$ cat src/rtl/audio_mix_i2s.sv
// audio_mix_i2s: pans PSG channels, adds PCM with saturation, and serializes 16-bit I2S frames.
module audio_mix_i2s #(
  parameter int BCLK_DIV = 8
) (
  input  logic        clk,
  input  logic        reset,
  input  logic [9:0]  ch_a,
  input  logic [9:0]  ch_b,
  input  logic [9:0]  ch_c,
  input  logic [15:0] pcm_l,
  input  logic [15:0] pcm_r,
  input  logic        psg_mute,
  output logic        sample_strobe,
  output logic        i2s_bclk,
  output logic        i2s_lrck,
  output logic        i2s_sdata
);
  localparam int DW = $clog2(BCLK_DIV);
  logic [DW-1:0] r_div_cnt;
  logic [4:0]    r_bit_cnt;
  logic [15:0]   r_mix_l, r_mix_r, r_shift_l, r_shift_r;
  logic [11:0]   w_psg_l, w_psg_r;
  logic [15:0]   w_mix_l, w_mix_r;
  logic [4:0]    w_n;
  logic [3:0]    w_idx;
  logic          w_wrap, w_fe;
  function automatic logic [15:0] sat_add(input logic [15:0] pcm, input logic [11:0] psg);
    logic [16:0] s;
    s = {pcm[15], pcm} + {2'b00, psg, 3'b000};
    return (s[16] == s[15]) ? s[15:0] : (s[16] ? 16'h8000 : 16'h7FFF);
  endfunction
  assign w_psg_l = psg_mute ? 12'd0 : {1'b0, ch_a, 1'b0} + {2'b00, ch_b};
  assign w_psg_r = psg_mute ? 12'd0 : {1'b0, ch_c, 1'b0} + {2'b00, ch_b};
  assign w_mix_l = sat_add(pcm_l, w_psg_l);
  assign w_mix_r = sat_add(pcm_r, w_psg_r);
  assign w_wrap  = r_div_cnt == DW'(BCLK_DIV - 1);
  assign w_fe    = w_wrap && i2s_bclk;
  assign w_n     = r_bit_cnt + 5'd1;
  // both halves map slot n to bit (15 - n mod 16)
  assign w_idx   = ~w_n[3:0];
  always_ff @(posedge clk) begin
    if (reset) begin
      r_div_cnt     <= '0;
      r_bit_cnt     <= 5'd31;
      r_mix_l       <= '0;
      r_mix_r       <= '0;
      r_shift_l     <= '0;
      r_shift_r     <= '0;
      sample_strobe <= 1'b0;
      i2s_bclk      <= 1'b0;
      i2s_lrck      <= 1'b0;
      i2s_sdata     <= 1'b0;
    end else begin
      r_mix_l       <= w_mix_l;
      r_mix_r       <= w_mix_r;
      r_div_cnt     <= w_wrap ? '0 : r_div_cnt + DW'(1);
      sample_strobe <= w_fe && w_n == 5'd0;
      if (w_wrap)
        i2s_bclk <= ~i2s_bclk;
      if (w_fe) begin
        r_bit_cnt <= w_n;
        i2s_lrck  <= w_n >= 5'd15 && w_n != 5'd31;
        if (w_n == 5'd0) begin
          r_shift_l <= r_mix_l;
          r_shift_r <= r_mix_r;
          i2s_sdata <= r_mix_l[15];
        end else
          i2s_sdata <= w_n[4] ? r_shift_r[w_idx] : r_shift_l[w_idx];
      end
    end
  end
endmodule
$ cat config.mk
export PLATFORM = sky130hd
export DESIGN_NAME = audio_mix_i2s
export DESIGN_NICKNAME = d
export VERILOG_FILES = /design/src/rtl/audio_mix_i2s.sv
export SDC_FILE = /design/constraint.sdc
export NUM_CORES = 1
export LEC_CHECK = 0
export CAP_MARGIN = 40
export CORE_ASPECT_RATIO = 1.25
export CORE_MARGIN = 1.5
export CORE_UTILIZATION = 50
export CTS_CLUSTER_DIAMETER = 50
export CTS_CLUSTER_SIZE = 8
export DETAILED_ROUTE_END_ITERATION = 16
export PLACE_DENSITY = 0.84
export SYNTH_ARGS = -nofsm -noshare
export SYNTH_HDL_FRONTEND = slang
export SYNTH_SLANG_ARGS = --single-unit
$ cat constraint.sdc
create_clock -name clk -period 4.93 [get_ports clk]
set_clock_uncertainty 0.1 [all_clocks]
set_input_delay 1.2325 -clock clk [delete_from_list [all_inputs] [get_ports clk]]
set_output_delay 1.2325 -clock clk [all_outputs]
set_load 0.005 [all_outputs]
==> results.json, run 1 <==
{
  "yosys.cell_count.top_type": "nand2_1",
  "route.detailed.drc": 0,
  "r2r_slack_ns": 1.65,
  "fp.dieW_um": 90.94,
  "synth_area_leaders": "dfxtp_1 31%, ha_1 12%, a21oi_1 8.9%",
  "ios": 69,
  "min_period_over_period_pct": 95.71,
  "synth_seq_cells": 76,
  "timing.rr.end": "r_shift_r[8]$_SDFFE_PP0P_",
  "hpwl_um": 8830,
  "p_int_w": 0.001340,
  "final_nets": 797,
  "path_class": "in2reg",
  "coreArea_mm2": 0.009271,
  "endpoint_kind": "flip-flop",
  "crit_arrival_ns": 4.80,
  "ys_types": 60,
  "ctsHoldBuffers": 0,
  "grt_pass1_wl_um": 19820,
  "hold_path_class": "reg2reg",
  "postPlaceCellArea_mm2": 0.005906,
  "root_buffer": "clkbuf_16",
  "synth-async-reset-ratio_pct": 0,
  "slew_headroom_pct": 45.94,
  "area_delta_synth_final_pct": 32.36,
  "tightest_slew_ns": 0.8024,
  "max_freq_mhz": 211.9,
  "num_vias": 4480,
  "status": "complete, no violations",
  "die_area_mm2": 0.01027,
  "synth_flop_cell": "dfxtp_1",
  "grt_start_max_net_pins": 74,
  "seq_power_share_pct": 35.7,
  "ys.warnings.count": 0,
  "p_sw_share_pct": 29.06,
  "worstReg2RegStart": "r_bit_cnt[0]$_SDFFE_PP1P_",
  "finalNonFillerCells": 809,
  "setup_viol": 0,
  "syn_inst": 569,
  "grt_usage_pct": 23.52,
  "numCtsBuffers": 9,
  "critPathLaunch": "ch_a[2]",
  "tritoncts": "yes",
  "p_per_area_mw_per_mm2": 295.2,
  "place_congestion": 0.9127,
  "clockPowerShare_pct": 35.3,
  "fillCellCount": 691,
  "maxCapViolCount": 0,
  "pwr-share-comb_pct": 29.0,
  "drt_iter0_markers": 207,
  "wirelength_um": 11960,
  "viasPerCell": 5.538,
  "cp_max_fo": 7,
  "initial_core_util_pct": 52.13,
  "fin_crit_ns": 4.719,
  "synthesis.area_mm2": 0.004833,
  "grt_pass1_vias": 4587,
  "reg2reg_depth": 8,
  "vdd_drop_max_mv": 0.1613,
  "clkTransAtPathRegs_ns": 0.06,
  "synth_top_area_cell": "dfxtp_1",
  "cts_buffer_depth": 2,
  "cts_sinks": 76,
  "drive_above_1_share_pct": 18.66,
  "wire_per_inst_um": 14.78,
  "synth_edf_count": 0,
  "antenna_left": 0,
  "cp.required_ns": 5.01,
  "power_w": 0.001889,
  "dp.cells": 787,
  "multi_input_area_mm2": 0.003236,
  "clkLatencyLatePin_ns": 0.33,
  "synthTopCellsByCount": "93 x nand2_1, 86 x a21oi_1, 76 x dfxtp_1",
  "hold_violations": 0,
  "final_area_mm2": 0.006397,
  "drv_slew": 0,
  "p_leak_nw": 2.679,
  "antenna_found_initial": 0,
  "yosysTopAreaCellShare_pct": 31.48,
  "ff_latch_area_mm2": 0.001521,
  "setup_tns_ns": 0,
  "die_h_um": 112.9,
  "hold_slack_ns": 0.3290,
  "critPathLaunchType": "input port",
  "ys_seq_area_share_pct": 31.48,
  "dr.pass1.iters": 4,
  "htreeDepth": 3,
  "syn_area_per_cell_um2": 8.495,
  "antennaDiodeCount": 0,
  "rows": 39,
  "endpoint": "r_mix_l[10]$_SDFF_PP0_",
  "portBuffers": 68,
  "total_switching_power_w": 0.0005487,
  "syn_nets": 685,
  "overflow": 0
}
-- worst min path at each step --
stage | start | endpoint | cells after the start | slack [ns]
final | r_mix_l[10]$_SDFF_PP0_ | r_shift_l[10]$_SDFFE_PP0P_ | 2 | 0.33
after global routing | r_mix_l[10]$_SDFF_PP0_ | r_shift_l[10]$_SDFFE_PP0P_ | 2 | 0.34
after floorplan | r_div_cnt[0]$_SDFF_PP0_ | r_div_cnt[0]$_SDFF_PP0_ | 1 | 0.30
after CTS | r_mix_l[10]$_SDFF_PP0_ | r_shift_l[10]$_SDFFE_PP0P_ | 2 | 0.33
after detailed placement | r_div_cnt[0]$_SDFF_PP0_ | r_div_cnt[0]$_SDFF_PP0_ | 1 | 0.32
after global placement | r_div_cnt[0]$_SDFF_PP0_ | r_div_cnt[0]$_SDFF_PP0_ | 1 | 0.31
-- cell usage in the layout, fill, tap and decap left out, types with 4 or more instances in the layout --
cell and count:
a211oi_1 4, a21o_1 8, a21oi_1 82, a21oi_2 5, buf_4 55, clkbuf_16 9, clkdlybuf4s50_1 63, dfxtp_1 76
ha_1 46, inv_1 19, mux4_2 9, nand2_1 92, nand2b_1 14, nand3_1 5, nand3b_1 4, nor2_1 28
nor2b_1 10, nor3_1 7, nor3b_1 4, nor4_1 4, o21a_1 5, o21ai_0 20, or2_2 5, xnor2_1 16
xor2_1 16
-- critical path, stage by stage --
cell and delay, ns:
clkdlybuf4s50_1 0.44, ha_1 0.36, a21oi_2 0.20, nor2_2 0.06
o31a_1 0.34, o22ai_2 0.14, xor2_1 0.18, nor2_1 0.06
ha_1 0.32, buf_4 0.15, o211ai_1 0.10, o21ai_1 0.11
a21o_2 0.22, a31oi_4 0.23, nor3_2 0.07, a311oi_2 0.29
buf_4 0.22, a21oi_1 0.06
-- routing by layer --
layer  GRT usage, %  vias up  part of all wire [%]
met5              0        -                     0
met4          14.17        0                   4.6
met3          5.108       37                   5.2
met2          42.29      144                    52
met1          24.98     2062                    39
li1               -     2237                     -
-- cells by family after synthesis --
logic type               Yosys count  share of synthesized area (%)
XOR/XNOR                          32                          5.798
buffers and inverters             43                          4.375
multiplexers                      11                          4.634
AND/OR/NAND/NOR                  195                          19.29
AO/OA/AOI/OAI                    161                          20.61
flip-flops                        76                          31.48
adder cells (fa/ha/maj)           51                          13.82
-- per-stage QoR --
step           setup slack (ns)  util, %
2_1_floorplan            0.2708        -
3_3_place_gp            -0.3420    63.70
3_5_place_dp            -0.6070    63.70
4_1_cts                 0.01194    67.88
5_1_grt                -0.04570    69.00
6_report                 0.2114    69.00
-- registers in the layout (all words and copies together), names as in the netlist --
name,count
i2s_lrck,1
r_bit_cnt,5
r_div_cnt,3
r_shift_r,16
r_mix_l,16
i2s_sdata,1
r_shift_l,16
sample_strobe,1
r_mix_r,16
i2s_bclk,1
-- power groups by stage --
| stage | clock (W) | sequential [W] | combinational [W] |
|---|---|---|---|
| floorplan | 0 | 0.000680 | 0.000312 |
| CTS | 0.000672 | 0.000673 | 0.000520 |
| finish | 0.000667 | 0.000673 | 0.000548 |
| detailed placement | 0 | 0.000685 | 0.000500 |
| global placement | 0 | 0.000684 | 0.000481 |
| global route | 0.000697 | 0.000676 | 0.000598 |
-- final cells by class --
cell class	count	area share (%)
Clock inverter	7	1.310
Sequential cell	76	23.78
Inverter	19	1.115
Timing Repair Buffer	124	17.29
Tap cell	123	2.406
Multi-Input combinational cell	451	50.58
Clock buffer	9	3.520
-- what timing repair did --
action	in CTS	in global routing
resized for setup	12	23
gates cloned	0	2
buffers inserted	3	1
pin swaps	2	17
setup endpoints to repair	30	31
No activity file was read; power rests on OpenSTA's default activity.
==> run 2, diff against run 1 <==
- GPL_ROUTABILITY_DRIVEN: default -> 0
==> run 2 against run 1 <==
Net effect:
- count of clock-buffer cells in the layout is the same
- global-route usage shrank 0.23 points
- sequential power is essentially flat
- non-clock buffer count grew 1
- combinational power shrank 2%
- via count shrank 0.49%
- largest power group is now clock
- sequential cell count is the same
- setup slack lost 0.13 ns
- largest cell class unchanged
- register-to-register slack lost 0.11 ns
- core utilization shrank 0.12 points
==> results.json, run 2 (synthesis results as in run 1) <==
{
  "grt_use_met2_pct": 44.03,
  "rows": 39,
  "clkTransAtPathRegs_ns": 0.06,
  "setup_viol": 0,
  "antennaDiodeCount": 0,
  "numCtsBuffers": 9,
  "max_freq_mhz": 206.1,
  "drv_slew": 0,
  "dr.pass1.iters": 5,
  "min_period_over_period_pct": 98.42,
  "grt_pass1_vias": 4477,
  "grt_use_met1_pct": 23.98,
  "hpwl_um": 8561,
  "reg2reg_depth": 9,
  "clkLatencyLatePin_ns": 0.33,
  "grt_usage_pct": 23.28,
  "htreeDepth": 3,
  "cp.required_ns": 5.03,
  "antenna_found_initial": 0,
  "slew_headroom_pct": 50.92,
  "wirelength_um": 12000,
  "fin_crit_ns": 4.852,
  "route.detailed.drc": 0,
  "root_buffer": "clkbuf_16",
  "power_w": 0.001924,
  "path_class": "in2reg",
  "portBuffers": 68,
  "endpoint_kind": "flip-flop",
  "cp_max_fo": 15,
  "endpoint": "r_mix_r[6]$_SDFF_PP0_",
  "overflow": 0,
  "tritoncts": "yes",
  "grt_busiest_layer": "met2",
  "initial_core_util_pct": 52.13,
  "final_area_mm2": 0.006386,
  "coreArea_mm2": 0.009271,
  "wire_per_inst_um": 14.83,
  "cts_buffer_depth": 2,
  "hold_violations": 0,
  "drt_iter0_markers": 262,
  "area_delta_synth_final_pct": 32.13,
  "drive_above_1_share_pct": 18.37,
  "critPathLaunchType": "input port",
  "final_cell_mix": "93 x nand2_1, 79 x a21oi_1, 76 x dfxtp_1, 63 x clkdlybuf4s50_1, 56 x buf_4",
  "grt_pass1_wl_um": 19500,
  "ctsHoldBuffers": 0,
  "critPathLaunch": "ch_c[0]",
  "grt_start_max_net_pins": 53,
  "ios": 69,
  "postPlaceCellArea_mm2": 0.005928,
  "status": "complete, no violations",
  "vdd_drop_max_mv": 0.1696,
  "p_per_area_mw_per_mm2": 301.2,
  "hold_path_class": "reg2reg",
  "cts_sinks": 76,
  "final_nets": 797,
  "worstReg2RegStart": "r_bit_cnt[0]$_SDFFE_PP1P_",
  "grt_use_met3_pct": 5.040,
  "num_vias": 4458,
  "p_leak_nw": 2.692,
  "final_common_cell": "nand2_1",
  "die_area_mm2": 0.01027,
  "antenna_left": 0,
  "timing.rr.end": "r_shift_r[3]$_SDFFE_PP0P_",
  "die_h_um": 112.9,
  "viasPerCell": 5.511,
  "crit_arrival_ns": 4.95,
  "tightest_slew_ns": 0.7353,
  "maxCapViolCount": 0,
  "fp.dieW_um": 90.94,
  "r2r_slack_ns": 1.54
}
==> run 2: stage by stage <==
step	util, %	hold WS (ns)	TNS, ns	worst slack (ns)	instances
2_1_floorplan	-	0.3043	0	0.2708	569
3_3_place_gp	63.94	0.3121	-9.331	-0.3326	790
3_5_place_dp	63.94	0.3232	-14.05	-0.5652	790
4_1_cts	67.84	0.3319	0	0.01396	808
5_1_grt	68.88	0.3491	-0.8295	-0.07421	809
6_report	68.88	0.3316	0	0.07799	809
==> run 2: power by group <==
part / internal (W) / leakage, nW / total, W / switching (W)
clock: 0.000451 / 0.159 / 0.000713 / 0.000263
sequential: 0.000659 / 0.622 / 0.000673 / 0.0000135
combinational: 0.000278 / 1.91 / 0.000538 / 0.000260
==> run 2: worst max-delay path, cell delays in order <==
cell             delay, ns
clkdlybuf4s50_1       0.42
ha_2                  0.20
fa_1                  0.39
a21o_1                0.18
a21oi_2               0.14
nor2b_1               0.07
o21a_1                0.19
o41ai_2               0.29
buf_4                 0.17
xor2_1                0.14
nor2_1                0.06
ha_1                  0.30
nand2_1               0.15
nor2_4                0.05
buf_4                 0.14
a21o_1                0.18
a221oi_2              0.33
buf_6                 0.21
a21oi_1               0.09
==> run 2: how the worst min path moves through the flow <==
stage	from	to	slack, ns	cells past startpoint
after detailed placement	r_div_cnt[0]$_SDFF_PP0_	r_div_cnt[0]$_SDFF_PP0_	0.32	1
after global routing	r_div_cnt[0]$_SDFF_PP0_	r_div_cnt[0]$_SDFF_PP0_	0.35	1
after CTS	r_div_cnt[0]$_SDFF_PP0_	r_div_cnt[0]$_SDFF_PP0_	0.33	1
final	r_div_cnt[0]$_SDFF_PP0_	r_div_cnt[0]$_SDFF_PP0_	0.33	1
after floorplan	r_div_cnt[0]$_SDFF_PP0_	r_div_cnt[0]$_SDFF_PP0_	0.30	1
after global placement	r_div_cnt[0]$_SDFF_PP0_	r_div_cnt[0]$_SDFF_PP0_	0.31	1
==> run 2: final cells by class <==
type                    instances  area (um^2)
multi-input cells             450         3196
fillers                       679         2885
flip-flops and latches         76         1521
repair buffers                125         1114
clock buffers                   9        225.2
well taps                     123        153.9
clock inverters                 7        105.1
inverters                      19        71.32
==> run 2: timing repair <==
action / 4_1_cts / 5_1_grt
gates resized for setup: 8 / 23
setup buffers: 1 / 1
setup endpoints to repair: 30 / 32
cloned: 1 / 0
pin swaps: 1 / 19
==> run 2: per-layer routing <==
metal  vias up  routed length, um  part of all wire (%)
li1       2241                  -                     -
met1      2055               4658                    39
met2       128               6286                    52
met3        34                541                   4.5
met4         0                512                   4.3
met5         -                  0                     0
==> run 3, diff against run 2 <==
- ABC_CLOCK_PERIOD_IN_PS: default -> 4930
- GPL_TIMING_DRIVEN: default -> 0
- RECOVER_POWER: default -> 100
==> run 3 against run 2 <==
Net effect:
- count of clock-buffer cells in the layout grew 2
- first-iteration DRC count decreased by 36%
- design area down 2.9%
- sequential share of layout area up 0.71 points
- critical endpoint is now r_mix_l[10]$_SDFF_PP0_
==> results.json, run 3 (synthesis results as in run 1) <==
{
  "fin_ws_ns": 0.1377,
  "coreArea_mm2": 0.009271,
  "antenna_found_initial": 0,
  "clkLatencyLatePin_ns": 0.34,
  "min_period_over_period_pct": 97.21,
  "slew_headroom_pct": 47.81,
  "die_h_um": 112.9,
  "p_int_w": 0.001309,
  "grt_pass1_wl_um": 19580,
  "fp.dieW_um": 90.94,
  "clockPowerShare_pct": 36.1,
  "final_common_cell": "nand2_1",
  "grt_pass1_vias": 4448,
  "drive_above_1_share_pct": 12.65,
  "setup_tns_ns": 0,
  "tightest_slew_ns": 0.7743,
  "antennaDiodeCount": 0,
  "fin_util_pct": 66.90,
  "htreeDepth": 3,
  "area_delta_synth_final_pct": 28.32,
  "timing.rr.end": "i2s_sdata$_SDFFE_PP0P_",
  "hpwl_um": 8640,
  "clkTransAtPathRegs_ns": 0.06,
  "vdd_drop_max_mv": 0.1586,
  "holdPathStages": 1,
  "path_class": "in2reg",
  "status": "complete, no violations",
  "viasPerCell": 5.620,
  "root_buffer": "clkbuf_16",
  "fin_crit_ns": 4.792,
  "initial_core_util_pct": 52.13,
  "final_cell_mix": "92 x nand2_1, 81 x a21oi_1, 76 x dfxtp_1, 59 x clkdlybuf4s50_1, 45 x ha_1",
  "route.detailed.drc": 0,
  "rows": 39,
  "endpoint_kind": "flip-flop",
  "tritoncts": "yes",
  "wire_per_inst_um": 15.32,
  "pwr-share-comb_pct": 27.3,
  "r2r_slack_ns": 1.42,
  "crit_arrival_ns": 4.89,
  "total_switching_power_w": 0.0005270,
  "drv_slew": 0,
  "setup_viol": 0,
  "ios": 69,
  "overflow": 0,
  "p_per_area_mw_per_mm2": 296.0,
  "hold_path_class": "reg2reg",
  "max_freq_mhz": 208.7,
  "critPathLaunchType": "input port",
  "cts_sinks": 76,
  "cp.required_ns": 5.03,
  "p_sw_share_pct": 28.71,
  "final_nets": 775,
  "grt_start_max_net_pins": 14,
  "dr.pass1.iters": 4,
  "portBuffers": 68,
  "seq_power_share_pct": 36.7,
  "die_area_mm2": 0.01027,
  "antenna_left": 0,
  "num_vias": 4423,
  "ctsHoldBuffers": 0,
  "grt_usage_pct": 23.69,
  "reg2reg_depth": 10,
  "drt_iter0_markers": 168,
  "numCtsBuffers": 9,
  "wirelength_um": 12060,
  "fillCellCount": 717,
  "cts_buffer_depth": 2,
  "whs_endpoint": "r_div_cnt[0]$_SDFF_PP0_",
  "hold_violations": 0,
  "min_from": "r_div_cnt[0]$_SDFF_PP0_",
  "dp_slack_ns": -0.6852,
  "hold_slack_ns": 0.3320,
  "worstReg2RegStart": "r_bit_cnt[0]$_SDFFE_PP1P_",
  "cp_max_fo": 4,
  "critPathLaunch": "ch_b[2]",
  "maxCapViolCount": 0,
  "p_leak_nw": 2.532
}
run 3: cell types whose count changed in the layout (fill, tap and decap cells not counted), moves of 3 or more:
| cell | before | now |
|---|---|---|
| clkbuf_1 | 0 | 20 |
| buf_4 | 56 | 10 |
| clkdlybuf4s50_1 | 63 | 59 |
| dlygate4sd3_1 | 0 | 5 |
| clkbuf_8 | 0 | 3 |
run 3: critical path, cell delays in order:
cell and delay, ns:
clkdlybuf4s15_1 0.33, ha_1 0.36, a21o_1 0.17, a21oi_1 0.18, nor2_1 0.10, o31a_1 0.30
o22ai_2 0.12, xor2_1 0.15, nor2_1 0.06, ha_1 0.36, a21oi_2 0.18, nand2_1 0.09
or3_4 0.34, a31oi_4 0.20, nor3_2 0.08, a311oi_4 0.39, buf_4 0.19, a21oi_1 0.05
run 3: how the worst max path moves through the flow:
stage,endpoint,slack [ns]
finish,r_mix_l[10]$_SDFF_PP0_,0.14
detailed placement,r_mix_l[6]$_SDFF_PP0_,-0.69
global placement,r_mix_l[13]$_SDFF_PP0_,-0.59
floorplan,r_mix_r[10]$_SDFF_PP0_,0.27
global route,r_mix_r[12]$_SDFF_PP0_,-0.03
CTS,r_mix_r[5]$_SDFF_PP0_,-0.003
run 3: power groups by stage:
stage          Sequential (W)  Combinational (W)  Clock, W
3_5_place_dp         0.000684           0.000435         0
2_1_floorplan        0.000680           0.000312         0
4_1_cts              0.000673           0.000453  0.000667
5_1_grt              0.000676           0.000549  0.000697
6_report             0.000673           0.000501  0.000662
3_3_place_gp         0.000683           0.000420         0
run 3: per-stage QoR:
| step | power, W | std cells | area, um^2 |
|---|---|---|---|
| floorplan | 0.0009926 | 569 | 4833 |
| global placement | 0.001103 | 760 | 5668 |
| finish | 0.001836 | 787 | 6202 |
| global route | 0.001922 | 787 | 6202 |
| detailed placement | 0.001119 | 760 | 5668 |
| CTS | 0.001793 | 777 | 6037 |
run 3: final cells by class:
cell class,count,area (um^2),share of cell area [%]
inverters,19,71.32,1.150
clock buffers,11,242.7,3.914
clock inverters,5,60.06,0.9683
flip-flops and latches,76,1521,24.53
repair buffers,79,772.0,12.45
multi-input cells,450,3252,52.43
well taps,123,153.9,2.481
plain buffers,24,128.9,2.078
run 3: per-layer routing:
layer	vias to the layer above	part of all wire (%)	global-route usage [%]
met2	136	53	45.17
met3	35	4.9	5.444
li1	2192	-	-
met4	0	4.1	11.35
met1	2060	38	23.96
met5	-	0	0
run 3: timing repair:
action | CTS | global route
setup endpoints to repair | 30 | 31
pin swaps | 5 | 20
gates cloned | 0 | 1
setup buffers | 1 | 9
gates resized for setup | 13 | 27
